## src/rtl/amp3_tx.sv

```systemverilog
// rtl/amp3_tx.sv - Pmod AMP3 (SSM2518) serial audio transmitter, LJ or I2S framing
//
// Purpose:
//   Serialises stereo samples into BCLK/LRCLK/SDATA for an SSM2518 in stand-alone
//   mode. BCLK comes from an internal divider of clk. A one-deep holding register
//   with a valid/ready handshake decouples the sample source from frame timing.
//
// Ports:
//   clk          system clock, the only clock
//   rst          synchronous active-low reset
//   enable       run request (level)
//   dataL/dataR  left/right samples, two's complement, MSB first on the wire
//   sample_valid dataL/dataR valid
//   sample_ready holding register empty
//   underrun     one-clk pulse: frame started with holding register empty
//   busy         transmitter not OFF
//   SDATA        serial data
//   BCLK         bit clock
//   LRCLK        word select
//   nSHUT        amplifier enable, high while busy
module amp3_tx #(
  parameter int DATA_W   = 16,
  parameter int SLOT_W   = 32,
  parameter int CLK_DIV  = 10,
  parameter int I2S_MODE = 0
) (
  input  logic              clk,
  input  logic              rst,
  input  logic              enable,
  input  logic [DATA_W-1:0] dataL,
  input  logic [DATA_W-1:0] dataR,
  input  logic              sample_valid,
  output logic              sample_ready,
  output logic              underrun,
  output logic              busy,
  output logic              SDATA,
  output logic              BCLK,
  output logic              LRCLK,
  output logic              nSHUT
);

  localparam int FRAME = 2 * SLOT_W;
  localparam int BIT_W = (FRAME > 1) ? $clog2(FRAME) : 1;
  localparam int DIV_W = (CLK_DIV > 1) ? $clog2(CLK_DIV) : 1;
  localparam logic [BIT_W-1:0] LAST_BIT = BIT_W'(FRAME - 1);
  localparam logic [DIV_W-1:0] DIV_LAST = DIV_W'(CLK_DIV - 1);
  // Left-slot LRCLK level: high in LJ, low in I2S.
  localparam logic LEFT_LVL = (I2S_MODE == 0);

  typedef enum logic [1:0] {S_OFF, S_RUN, S_FINISH, S_FLUSH} state_t;

  state_t            state_q;
  logic [DIV_W-1:0]  div_q;
  logic [BIT_W-1:0]  bit_q;
  logic              bclk_q, sdata_q, lrclk_q, underrun_q;
  logic              hold_full_q;
  logic [DATA_W-1:0] hold_l_q, hold_r_q;
  logic [DATA_W-1:0] cur_l_q, cur_r_q;
  // LSB of the previous frame's right channel, sent in left-slot bit 0 in I2S.
  logic              plsb_q;

  logic              tick, fall, start, xfer;
  logic [BIT_W-1:0]  next_bit;
  logic [DATA_W-1:0] new_l, new_r;

  // Value of frame bit idx for the given channel samples.
  function automatic logic slot_bit(input logic [BIT_W-1:0] idx,
                                    input logic [DATA_W-1:0] l,
                                    input logic [DATA_W-1:0] r,
                                    input logic plsb);
    logic              right;
    int                k;
    logic [DATA_W-1:0] s;
    right = (int'(idx) >= SLOT_W);
    k = right ? int'(idx) - SLOT_W : int'(idx);
    s = right ? r : l;
    slot_bit = 1'b0;
    if (I2S_MODE == 0) begin
      for (int i = 0; i < DATA_W; i++)
        if (k == DATA_W - 1 - i) slot_bit = s[i];
    end else begin
      if (k == 0) slot_bit = right ? l[0] : plsb;
      for (int i = 0; i < DATA_W; i++)
        if (k == DATA_W - i) slot_bit = s[i];
    end
  endfunction

  assign tick     = (div_q == DIV_LAST);
  assign fall     = busy && tick && bclk_q;
  assign start    = (state_q == S_OFF) && enable;
  assign xfer     = sample_valid && !hold_full_q;
  assign next_bit = bit_q + 1'b1;
  // Frame load sees the holding state before any same-cycle transfer.
  assign new_l    = hold_full_q ? hold_l_q : '0;
  assign new_r    = hold_full_q ? hold_r_q : '0;

  assign busy         = (state_q != S_OFF);
  assign nSHUT        = busy;
  assign sample_ready = !hold_full_q;
  assign underrun     = underrun_q;
  assign SDATA        = sdata_q;
  assign BCLK         = bclk_q;
  assign LRCLK        = lrclk_q;

  always_ff @(posedge clk) begin
    if (!rst) begin
      state_q     <= S_OFF;
      div_q       <= '0;
      bit_q       <= '0;
      bclk_q      <= 1'b0;
      sdata_q     <= 1'b0;
      lrclk_q     <= LEFT_LVL;
      underrun_q  <= 1'b0;
      hold_full_q <= 1'b0;
      hold_l_q    <= '0;
      hold_r_q    <= '0;
      cur_l_q     <= '0;
      cur_r_q     <= '0;
      plsb_q      <= 1'b0;
    end else begin
      underrun_q <= 1'b0;

      // Holding register: xfer and a full-register load are mutually exclusive.
      if (xfer) begin
        hold_full_q <= 1'b1;
        hold_l_q    <= dataL;
        hold_r_q    <= dataR;
      end else if (hold_full_q && (start || (fall && bit_q == LAST_BIT &&
                                             state_q != S_FLUSH && enable))) begin
        hold_full_q <= 1'b0;
      end

      if (state_q == S_OFF) begin
        if (start) begin
          state_q    <= S_RUN;
          div_q      <= '0;
          bclk_q     <= 1'b0;
          bit_q      <= '0;
          lrclk_q    <= LEFT_LVL;
          cur_l_q    <= new_l;
          cur_r_q    <= new_r;
          plsb_q     <= 1'b0;
          underrun_q <= !hold_full_q;
          sdata_q    <= slot_bit('0, new_l, new_r, 1'b0);
        end
      end else begin
        if (state_q == S_RUN && !enable) state_q <= S_FINISH;
        if (state_q == S_FINISH && enable) state_q <= S_RUN;

        if (tick) begin
          div_q  <= '0;
          bclk_q <= !bclk_q;
        end else begin
          div_q <= div_q + 1'b1;
        end

        if (fall) begin
          if (state_q == S_FLUSH || (bit_q == LAST_BIT && !enable && I2S_MODE == 0)) begin
            state_q <= S_OFF;
            div_q   <= '0;
            bclk_q  <= 1'b0;
            bit_q   <= '0;
            sdata_q <= 1'b0;
            lrclk_q <= LEFT_LVL;
          end else if (bit_q == LAST_BIT && !enable) begin
            // I2S: one more period so the right-channel LSB reaches the amp.
            state_q <= S_FLUSH;
            sdata_q <= cur_r_q[0];
            lrclk_q <= LEFT_LVL;
          end else if (bit_q == LAST_BIT) begin
            state_q    <= S_RUN;
            bit_q      <= '0;
            lrclk_q    <= LEFT_LVL;
            cur_l_q    <= new_l;
            cur_r_q    <= new_r;
            plsb_q     <= cur_r_q[0];
            underrun_q <= !hold_full_q;
            sdata_q    <= slot_bit('0, new_l, new_r, cur_r_q[0]);
          end else begin
            bit_q   <= next_bit;
            sdata_q <= slot_bit(next_bit, cur_l_q, cur_r_q, plsb_q);
            lrclk_q <= (int'(next_bit) >= SLOT_W) ? !LEFT_LVL : LEFT_LVL;
          end
        end
      end
    end
  end

endmodule

```

## config.mk

```make
export PLATFORM = sky130hd
export DESIGN_NAME = amp3_tx
export DESIGN_NICKNAME = d
export VERILOG_FILES = /design/src/rtl/amp3_tx.sv
export SDC_FILE = /design/constraint.sdc
export NUM_CORES = 1
export LEC_CHECK = 0
export CAP_MARGIN = 30
export CELL_PAD_IN_SITES_DETAIL_PLACEMENT = 0
export CELL_PAD_IN_SITES_GLOBAL_PLACEMENT = 1
export CORE_UTILIZATION = 42
export DETAILED_ROUTE_END_ITERATION = 8
export MAX_ROUTING_LAYER = met4
export PLACE_DENSITY = 0.74
export SYNTH_ARGS = -nofsm -noshare
export SYNTH_HDL_FRONTEND = slang
export SYNTH_SLANG_ARGS = --single-unit
export TNS_END_PERCENT = 5
```

## constraint.sdc

```tcl
create_clock -name clk -period 2.8 [get_ports clk]
set_input_delay 0.56 -clock clk [delete_from_list [all_inputs] [get_ports clk]]
set_output_delay 0.56 -clock clk [all_outputs]
set_load 0.005 [all_outputs]
```

# == Word level (Yosys, flattened, before mapping) ==
# Cells that the tools add are included.
# totals
ff_bits,81
latch_bits,0
ramBits,0
romBits,0
in_bits,36
output_inout_bits,7
word_cells,143
n_memories,0
# op_classes
n_addsub,3
n_mul,0
div_mod_pow,0
magnitude_cmp,1
eq_ne,25
shift,0
mux,77
bitwise_logic,0
reduce_logical,25
# op_table
cell,n
$eq A32 B5 Y1 const B,8
$mux W16,15
$eq A32 B4 Y1 const B,4
$eq A32 B3 Y1 const B,2
$mux W1,42
$mux W6,6
$eq A32 B2 Y1 const B,1
$logic_not A32 Y1,1
$mux W32,1
$mux W4,5
$mux W2,8
$logic_and A1 B1 Y1,11
$ne A2 B2 Y1 const B,4
$reduce_bool A2 Y1,4
$sub A6 B6 Y7 const B,1
$add A6 B1 Y6 const B,1
$eq A6 B6 Y1 const B,1
$ge A6 B6 Y1 const B,1
$reduce_and A5 Y1,1
$add A4 B1 Y4 const B,1
$eq A2 B2 Y1 const B,2
$eq A4 B4 Y1 const B,1
$logic_not A1 Y1,3
$ne A3 B2 Y1 const B,1
other kinds (5),6

# == Logic depth before layout (Yosys ltp) ==
# Gate-level depths: netlist (run 1).
# logic_depth
depth_word,25
ltp_mapped,11
mapped_depth_nobuf,9

# == Least setup slack after synthesis (run 1) ==
# Ideal clock, no wire load.
# synth_path
path_type,register to register
start,reg bit_q[1]
end,reg cur_l_q[0]
setup_ns,0.117
t_arrival_ns,2.001
t_required_ns,2.683
setup_slack_ns,0.682
stages_incl_launch_ff,10
path_buffers,1
period_less_slack_ns,2.118
cell_sequence,dfxtp_1 > ha_1 > nand2_1 > nor3_1 > nand2_1 > maj3_2 > nor2b_4 > nor2b_1 > buf_6 > a22o_2
# synth_between
elab_chain_cells,5
word_cells_on_any_way,7
cone_classes,3 x eq/ne; 4 x reduce/logical
# synth_rtl
item,line,text
start: declaration,54,logic [BIT_W-1:0] bit_q;
start signal: assignment,180,bit_q <= next_bit;
$eq A6 B6 Y1 *,"158, 165, 170",
$logic_and A1 B1 Y1,"158, 165",
$logic_or A1 B1 Y1,158,if (state_q == S_FLUSH || (bit_q == LAST_BIT && !enable && I2S_MODE == 0)) begin
$ne A2 B2 Y1 (no source line),n/a,
$reduce_and A5 Y1 (no source line) *,n/a,
end signal: assignment,140,cur_l_q <= new_l;
end signal: assignment,174,cur_l_q <= new_l;
end: declaration,58,"logic [DATA_W-1:0] cur_l_q, cur_r_q;"
# Mark *: on every way between the ends. The rest lies on a longest branch, timed or not.
# A chain may end at the register's enable or synchronous reset.

# == Worst setup path in the final report (run 1) ==
# layout_path
start,reg bit_q[1]
end,reg sdata_q (netlist: SDATA)
# layout_between
elab_chain_cells,25
word_cells_on_any_way,45
cone_classes,2 x add/sub; 1 x order compare; 16 x eq/ne; 23 x mux; 3 x reduce/logical
# layout_rtl
item,line,text
$add A6 B1 Y6,92,assign next_bit = bit_q + 1'b1;
$sub A6 B6 Y7 or $ge A6 B6 Y1 (tied branches),"75, 74",
$mux W32,75,k = right ? int'(idx) - SLOT_W : int'(idx);
$eq A32 B5 Y1,n/a,
$mux W1 (16 in series),80,if (k == DATA_W - 1 - i) slot_bit = s[i];
$mux W1,170,end else if (bit_q == LAST_BIT) begin
$mux W1,165,end else if (bit_q == LAST_BIT && !enable) begin
$mux W1 *,158,
$mux W1 *,157,if (fall) begin
$mux W1 *,133,if (state_q == S_OFF) begin
end signal: assignment,144,"sdata_q <= slot_bit('0, new_l, new_r, 1'b0);"
end signal: assignment,168,sdata_q <= cur_r_q[0];
end signal: assignment,178,"sdata_q <= slot_bit('0, new_l, new_r, cur_r_q[0]);"
end: declaration,55,"logic bclk_q, sdata_q, lrclk_q, underrun_q;"
# Mark *: on every way between the ends. The rest lies on a longest branch, timed or not. The select of a mux whose other input is x is not followed.

==> results of run 1 <==
-- metrics by stage --
stage / utilization (%) / std cells / worst slack [ns]
global route: 51.49 / 591 / 0.05188
finish: 51.49 / 591 / 0.3257
CTS: 51.49 / 591 / 0.3605
global placement: 49.19 / 574 / 0.3391
detailed placement: 49.36 / 575 / 0.3858
floorplan: - / 445 / 0.6818
-- critical path: stages, from the launching register on --
cell	delay, ns
dfxtp_1	0.53
and3_1	0.39
a21oi_1	0.15
nor2_1	0.47
a311oi_1	0.21
o32ai_1	0.37
o21ai_0	0.15
a21oi_1	0.13
-- cells in the final DEF (no fill, tap or decap), types with 10 or more instances in the layout --
| cell type | n |
|---|---|
| clkdlybuf4s50_1 | 42 |
| clkbuf_8 | 10 |
| nor2_1 | 19 |
| and2_1 | 10 |
| a21oi_1 | 12 |
| dfxtp_1 | 81 |
| a22o_2 | 25 |
| o21ai_0 | 21 |
| a21boi_0 | 33 |
| buf_4 | 11 |
| nand2_1 | 91 |
| inv_1 | 13 |
-- kinds of logic (layout without fill, tap and decap cells) --
logic type      after synthesis  in the layout  synth area share [%]
compound gates              137            137                 27.07
xor+xnor                      1              1                0.2264
fa+ha+maj                     8              8                 2.555
buf+inv                      46             84                 6.436
flops                        81             81                 41.91
mux                           4              4                 1.035
simple gates                168            168                 20.76
-- routing by layer --
metal | vias up | share of wire (%)
met2 | 67 | 46
li1 | 1643 | -
met1 | 1467 | 48
met5 | - | 0
met3 | 7 | 4.0
met4 | 0 | 1.2
-- worst paths after layout --
kind | start | to | slack, ns | depth (start not counted)
worst max-delay path | bit_q[1]$_SDFFE_PN0P_ | SDATA$_SDFFE_PN0P_ | 0.33 | 7
worst min register to register | LRCLK$_SDFFE_PN1P_ | LRCLK$_SDFFE_PN1P_ | 0.45 | 2
worst min-delay path | LRCLK$_SDFFE_PN1P_ | LRCLK$_SDFFE_PN1P_ | 0.45 | 2
worst max register to register | bit_q[1]$_SDFFE_PN0P_ | SDATA$_SDFFE_PN0P_ | 0.33 | 7
-- cells in the mapped netlist, types with 2 or more instances --
master / count
nand2_1: 91
dfxtp_1: 81
a21boi_0: 33
a22o_2: 25
o21ai_0: 21
nor2_1: 19
clkbuf_1: 18
inv_1: 13
a21oi_1: 12
and2_1: 10
nand3_1: 9
nor2b_1: 9
buf_6: 7
ha_1: 7
nor3_1: 7
a22o_1: 6
buf_2: 5
a311oi_1: 4
and3_1: 4
mux2i_1: 4
nand2b_1: 4
a211oi_1: 3
o2111ai_1: 3
o21a_1: 3
a2111oi_0: 2
a31o_2: 2
a31oi_1: 2
buf_4: 2
o211ai_1: 2
o221ai_1: 2
o22ai_1: 2
o31ai_1: 2
-- power groups by stage --
stage	clock network [uW]	logic, uW	registers (uW)
2_1_floorplan	0	118	1230
3_3_place_gp	0	190	1240
3_5_place_dp	0	197	1240
4_1_cts	829	198	1210
5_1_grt	874	218	1220
6_report	800	194	1210
-- state kept, by name, indices dropped and copies added, names as in the netlist --
signal,flops
bit_q,6
state_q,2
cur_r_q,16
hold_l_q,16
SDATA,1
hold_full_q,1
LRCLK,1
div_q,4
underrun,1
cur_l_q,16
BCLK,1
hold_r_q,16
-- final cells by class --
cell class / count / area [um2]
multi-input cells: 318 / 2003
inverters: 13 / 48.80
clock buffers: 10 / 137.6
repair buffers: 55 / 538.0
fillers: 868 / 4272
well taps: 108 / 135.1
clock inverters: 6 / 50.05
flip-flops and latches: 81 / 1622
==> impl_metrics.json, run 1 <==
{
  "tns_ns": 0,
  "n_antenna_cell": 0,
  "cp_max_fo": 10,
  "synth_top_area_share_pct": 41.91,
  "hpwlAfterDp_um": 6202,
  "syn_to_final_growth_pct": 17.21,
  "pin_count": 43,
  "arrival_ns": 2.75,
  "seqPwrFrac_pct": 55.0,
  "syn_area_um2": 3869,
  "track_usage_pct": 19.91,
  "cts_resized": 0,
  "setup_viol": 0,
  "drc": 1,
  "clockBufferDepth": 2,
  "synth-main-ff-cell": "dfxtp_1",
  "grtUsageMet1_pct": 26.06,
  "power_density_nw_per_um2": 486.6,
  "drv_slew": 0,
  "wire_per_inst_um": 14.84,
  "fmax_mhz": 404.2,
  "drt_wl_total_um": 8773,
  "status": "complete, but fails checks",
  "switching_share_pct": 25.40,
  "grt_antenna_before_repair": 0,
  "place_area_um2": 4347,
  "viasPerCell": 5.387,
  "maxCapViolCount": 0,
  "grt-busiest-layer": "met2",
  "clock_sinks": 81,
  "initial_core_util_pct": 43.93,
  "finalPower_uw": 2206,
  "gp_congestion": 0.8750,
  "die_h_um": 97.98,
  "synth_area_leaders": "dfxtp_1 42%, nand2_1 8.8%, a22o_2 6.5%, a21boi_0 6.4%, o21ai_0 2.7%",
  "dieArea_um2": 9599,
  "synth_edf_count": 0,
  "grt_max_degree": 48,
  "cts_hold_buf": 0,
  "gr-total-overflow": 0,
  "hold_viol": 0,
  "dr.pass1.iters": 6,
  "grt_pass1_wl_um": 14830,
  "grt_pass1_vias": 2994,
  "syn_area_per_cell_um2": 8.694,
  "clk_latency_ns": 0.35,
  "clockRootBuffer": "clkbuf_8",
  "yosysSeqAreaShare_pct": 41.91,
  "rsz0062_at_grt": "false",
  "cts_tree": "done",
  "async_flop_share_pct": 0,
  "synthCells": 445,
  "post-route-min-period_ns": 2.474,
  "numCtsBuffers": 9,
  "critPathCaptureType": "register",
  "clock_power_share_pct": 36.2,
  "hold_slack_ns": 0.4482,
  "nNetsFinal": 521,
  "grt_use_met2_pct": 30.44,
  "skew_ns": 0.01280,
  "path_class": "register to register",
  "cp-start-kind": "register",
  "cts-htree-levels": 3,
  "syn_nets": 488,
  "tightest_slew_ns": 0.5698,
  "violations": "design-rule violations",
  "layout-drive-gt1-share_pct": 14.08,
  "ys.warnings.count": 0,
  "switchingPower_uw": 560.3,
  "clk_pin_slew_ns": 0.09,
  "antenna_left": 0,
  "slew_headroom_pct": 61.87,
  "p_comb_share_pct": 8.8,
  "p_int_uw": 1646,
  "die_w_um": 97.98,
  "p_leak_uw": 0.001741,
  "timing.final.crit_share_pct": 88.37,
  "peakVddDrop_mv": 0.2326,
  "drt_iter0_markers": 182,
  "vias": 3184,
  "postCtsSetupRepairBufs": 0,
  "crit_required_ns": 3.08,
  "core-area_um2": 8806,
  "rows": 34,
  "yosysTopAreaCell": "dfxtp_1",
  "finalInstanceArea_um2": 4534,
  "ys_seq_elements": 81,
  "synth_cell_types": 63,
  "use_met3_pct": 4.152,
  "hp-class": "register to register",
  "portBuffers": 42
}
(Power assumes the default switching activity.)
==> run 2, diff against run 1 <==
==> constraint.sdc (replaced) <==
create_clock -name clk -period 2.8 [get_ports clk]
set_input_delay 0.42 -clock clk [delete_from_list [all_inputs] [get_ports clk]]
set_output_delay 0.42 -clock clk [all_outputs]
set_load 0.005 [all_outputs]
==> run 2 against run 1 <==
  * Sequential share of layout area decreased by 0.20 points
  * Largest cell class unchanged
  * Final cell count unchanged
  * The run still ends with design-rule violations left
  * Utilization grew 0.28 points
  * Global-route usage decreased by 0.27 points
  * Sequential power hardly changed
  * Flip-flop and latch count did not move
  * Worst setup slack worse by 0.014 ns
==> impl_metrics.json, run 2 (synthesized netlist as in run 1, its figures left out) <==
{
  "p_comb_share_pct": 8.3,
  "n_antenna_cell": 0,
  "tns_ns": 0,
  "track_usage_pct": 19.63,
  "final_cell_mix": "91 x nand2_1, 81 x dfxtp_1, 42 x clkdlybuf4s50_1",
  "timing.final.crit_share_pct": 88.85,
  "post-route-min-period_ns": 2.488,
  "core-area_um2": 8806,
  "path_cells": "and3_1 > a21oi_1 > nor2_1 > a311oi_1 > o32ai_1 > o21ai_0 > a21oi_1",
  "slowest_delay_ns": 0.53,
  "power_density_nw_per_um2": 510.4,
  "violations": "design-rule violations",
  "layout-drive-gt1-share_pct": 13.46,
  "wire_per_inst_um": 14.65,
  "fmax_mhz": 402.0,
  "setup_viol": 0,
  "path_class": "register to register",
  "hold_viol": 0,
  "switching_share_pct": 22.75,
  "nNetsFinal": 521,
  "cp_common_cell": "a21oi_1",
  "numCtsBuffers": 9,
  "drc": 1,
  "cts_resized": 0,
  "peakVddDrop_mv": 0.2476,
  "cp_max_fo": 10,
  "initial_core_util_pct": 43.93,
  "cp-start-kind": "register",
  "cpMaxStageDelayCell": "dfxtp_1",
  "hpwlAfterDp_um": 6198,
  "path_buf_inv": 0,
  "gp_congestion": 0.8736,
  "seqPwrFrac_pct": 52.1,
  "cts_tree": "done",
  "vias": 3139,
  "clk_pin_slew_ns": 0.08,
  "drt_wl_total_um": 8658,
  "cts-htree-levels": 3,
  "pin_count": 43,
  "drt_iter0_markers": 155,
  "gr-total-overflow": 0,
  "grt_pass1_wl_um": 14680,
  "clk_latency_ns": 0.35,
  "viasPerCell": 5.311,
  "hold_slack_ns": 0.4510,
  "grt_max_degree": 47,
  "maxCapViolCount": 0,
  "slew_headroom_pct": 60.98,
  "switchingPower_uw": 529.5,
  "rows": 34,
  "grt_antenna_before_repair": 0,
  "dieArea_um2": 9599,
  "critical-path-top-delay-family": "compound AO/OA/AOI/OAI gates",
  "status": "complete, but fails checks",
  "portBuffers": 42,
  "dr.pass1.iters": 6,
  "skew_ns": 0.01472,
  "fillers": 894,
  "arrival_ns": 2.77,
  "tightest_slew_ns": 0.5831,
  "rsz0062_at_grt": "false",
  "cts_hold_buf": 0,
  "clock_power_share_pct": 39.6,
  "syn_to_final_growth_pct": 17.85,
  "clockRootBuffer": "clkbuf_8",
  "die_h_um": 97.98,
  "crit_required_ns": 3.08,
  "final_common_cell": "nand2_1",
  "p_leak_uw": 0.001757,
  "grt_pass1_vias": 3048,
  "critPathCaptureType": "register",
  "antenna_left": 0,
  "drv_slew": 0,
  "clock_sinks": 81,
  "p_int_uw": 1798,
  "hp-class": "register to register",
  "die_w_um": 97.98,
  "postCtsSetupRepairBufs": 0,
  "clockBufferDepth": 2
}
[run 2: changes by cell type in the layout (fill, tap and decap cells not counted)]
cell | previous run | this run
clkbuf_1 | 0 | 3
bufinv_16 | 0 | 2
clkbuf_8 | 10 | 9
clkinvlp_4 | 2 | 0
inv_6 | 2 | 0
[run 2: metal layers]
metal | up-vias | wire (um) | global-route usage [%]
met1 | 1447 | 4340 | 25.81
met4 | 0 | 37 | 5.245
met3 | 4 | 270 | 3.937
met2 | 46 | 4009 | 30.66
li1 | 1642 | - | -
met5 | - | 0 | -
[run 2: worst paths after layout]
path	start	to	slack (ns)	cells after the start
worst min register to register	LRCLK$_SDFFE_PN1P_	LRCLK$_SDFFE_PN1P_	0.45	2
worst max-delay path	bit_q[1]$_SDFFE_PN0P_	SDATA$_SDFFE_PN0P_	0.31	7
worst min-delay path	LRCLK$_SDFFE_PN1P_	LRCLK$_SDFFE_PN1P_	0.45	2
worst max register to register	bit_q[1]$_SDFFE_PN0P_	SDATA$_SDFFE_PN0P_	0.31	7
[run 2: layout make-up]
cell class,count,area [um2],area share (%)
flip-flops and latches,81,1622,35.57
multi-input cells,318,2003,43.94
inverters,13,48.80,1.070
clock buffers,12,135.1,2.964
repair buffers,55,538.0,11.80
clock inverters,4,77.57,1.701
well taps,108,135.1,2.964
[run 2: power by group through the flow]
stage	Combinational, uW	Clock, uW	Sequential [uW]
after floorplan	118	0	1230
after global placement	190	0	1240
after detailed placement	195	0	1240
after CTS	196	950	1210
after global routing	218	996	1220
final	193	921	1210
[run 2: worst register-to-register path, stage by stage, from the launching register on]
cell and delay, ns:
dfxtp_1 0.53, and3_1 0.40, a21oi_1 0.15, nor2_1 0.48
a311oi_1 0.21, o32ai_1 0.38, o21ai_0 0.16, a21oi_1 0.13
[run 2: through the flow]
stage                     setup WS [ns]  cells  instance area (um2)  util, %  total power (uW)
after floorplan                  0.6818    445                 3869        -              1351
after global placement           0.3526    574                 4332    49.19              1431
after detailed placement         0.3800    575                 4347    49.36              1435
after CTS                        0.3537    591                 4559    51.78              2359
after global routing            0.05234    591                 4559    51.78              2431
final                            0.3122    591                 4559    51.78              2327
==> patch (flow settings as in run 2) <==
Change the parameter `I2S_MODE` from 0 to 1.
--- a/src/rtl/amp3_tx.sv
+++ b/src/rtl/amp3_tx.sv
@@ -24,3 +24,3 @@
   parameter int CLK_DIV  = 10,
-  parameter int I2S_MODE = 0
+  parameter int I2S_MODE = 1
 ) (
Check against the original RTL: not equivalent (Yosys sat finds a counterexample within 4 cycles, from zero or initial values and one cycle with rst low).
==> patch against run 2 <==
  * Worst hold slack better by 0.0020 ns
  * Routed wire length is 19% higher
  * Total power up 5.3%
  * Via count increased by 19%
  * Sequential cell count rose by 1
  * Core utilization decreased by 0.23 points
  * Synthesized cell count grew 19%
  * Critical path depth grew 1
  * Setup slack worse by 0.0036 ns
  * Cell area grew 10%
  * Die area is 8.7% higher
  * Cell count up 18%
  * Highest routed layer unchanged
  * Area after synthesis increased by 8.9%
==> patch: results (changes against run 2) <==
seq_area_um2: 1640  # +1.2%
slowest_stage: "dfxtp_1"
use_met3_pct: 3.76  # -0.18 points
clock_area_share_pct: 4.37  # -0.30 points
gr-usage-met1_pct: 30.4  # +4.6 points
hpwl_mm: 7.35  # +19%
p_leak_nw: 1.76  # about the same
synthesis.nets: 578  # +18%
synth_warnings: 0  # unchanged
pwr-share-comb_pct: 11.3  # +3.0 points
grt_pass1_vias: 3345  # +9.7%
clock_power_w: 0.000942  # +2.3%
viasPerCell: 5.34  # +0.59%
fin_hold_ws_ns: 0.453  # +0.00197 ns
gp_congestion: 0.920  # +5.3%
min_from: "cur_r_q[4]"
synthTopCellsByArea: "dfxtp_1 (39%), nand2_1 (11%), a21boi_0 (6.8%)"
firstDrtPassIters: 4  # -2
signal_buffers: 60  # +9.1%
die_w_um: 102  # +4.3%
r2r_start: "bit_q[0]"
worstMarginPinSlew_ns: 0.447  # -0.136 ns
grt_max_degree: 59  # +26%
ys_types: 55  # -13%
synthTopCellsByCount: "nand2_1 (126), dfxtp_1 (82), nand3_1 (43)"
r2r_cells: 8  # +1
met2_usage_pct: 31.3  # +0.68 points
drive_gt1_share_pct: 8.99  # -4.5 points
ir_drop_v: 0.000234  # -5.6%
bufAreaShareNonClock_pct: 11.5  # -0.32 points
outcome: "finished, final reports clean"
grt_pass1_wl_mm: 17.0  # +16%
multi_input_gates: 393  # +24%
drtIter0Drc: 150  # -3.2%
nClkBuffers: 9  # -3
p_switching_w: 0.000679  # +28%
pre_cts_ws_ns: 0.247  # -0.133 ns
gr-usage-all-layers_pct: 21.4  # +1.8 points
fillCellCount: 967  # +8.2%
yosysSeqAreaShare_pct: 39.0  # -3.0 points
holdPathEnd: "cur_r_q[4]"
crit_path_max_incr_delay_ns: 0.48  # -0.05 ns
layout_setup_ws_ns: 0.309  # -0.00360 ns
num-nonclk-inverters: 16  # +3
critPathMaxFanout: 13  # +3
clock_skew_ns: 0.0103  # -0.00440 ns
nets: 609  # +17%
ys_ff_latch: 82  # +1.2%
[patch: kinds of logic after synthesis]
| logic type | Yosys count | synth area share [%] |
|---|---|---|
| AND/OR/NAND/NOR | 222 | 24.4 |
| multiplexers | 12 | 2.88 |
| buffers and inverters | 56 | 5.52 |
| adder cells (fa/ha/maj) | 11 | 3.27 |
| AO/OA/AOI/OAI | 146 | 24.6 |
| XOR/XNOR | 2 | 0.416 |
| flip-flops | 82 | 39.0 |
[patch: layer usage]
layer	vias to the layer above	share of wire, %
met1	1759	52
met5	-	0
met2	66	44
met4	0	0.77
met3	8	3.2
li1	1907	-
[patch: worst min-delay path, delay by kind of cell, from the launching register on]
family	cells	cell delay, ns
AND/OR/NAND/NOR	1	0.05
flip-flops	1	0.32
AO/OA/AOI/OAI	1	0.05
[patch: per-stage QoR]
step,std cells,util [%],cell area [um2]
after floorplan,531,-,4210
after detailed placement,684,49.3,4790
after global placement,684,49.3,4790
after CTS,700,51.5,5010
after global routing,700,51.5,5010
final,700,51.5,5010
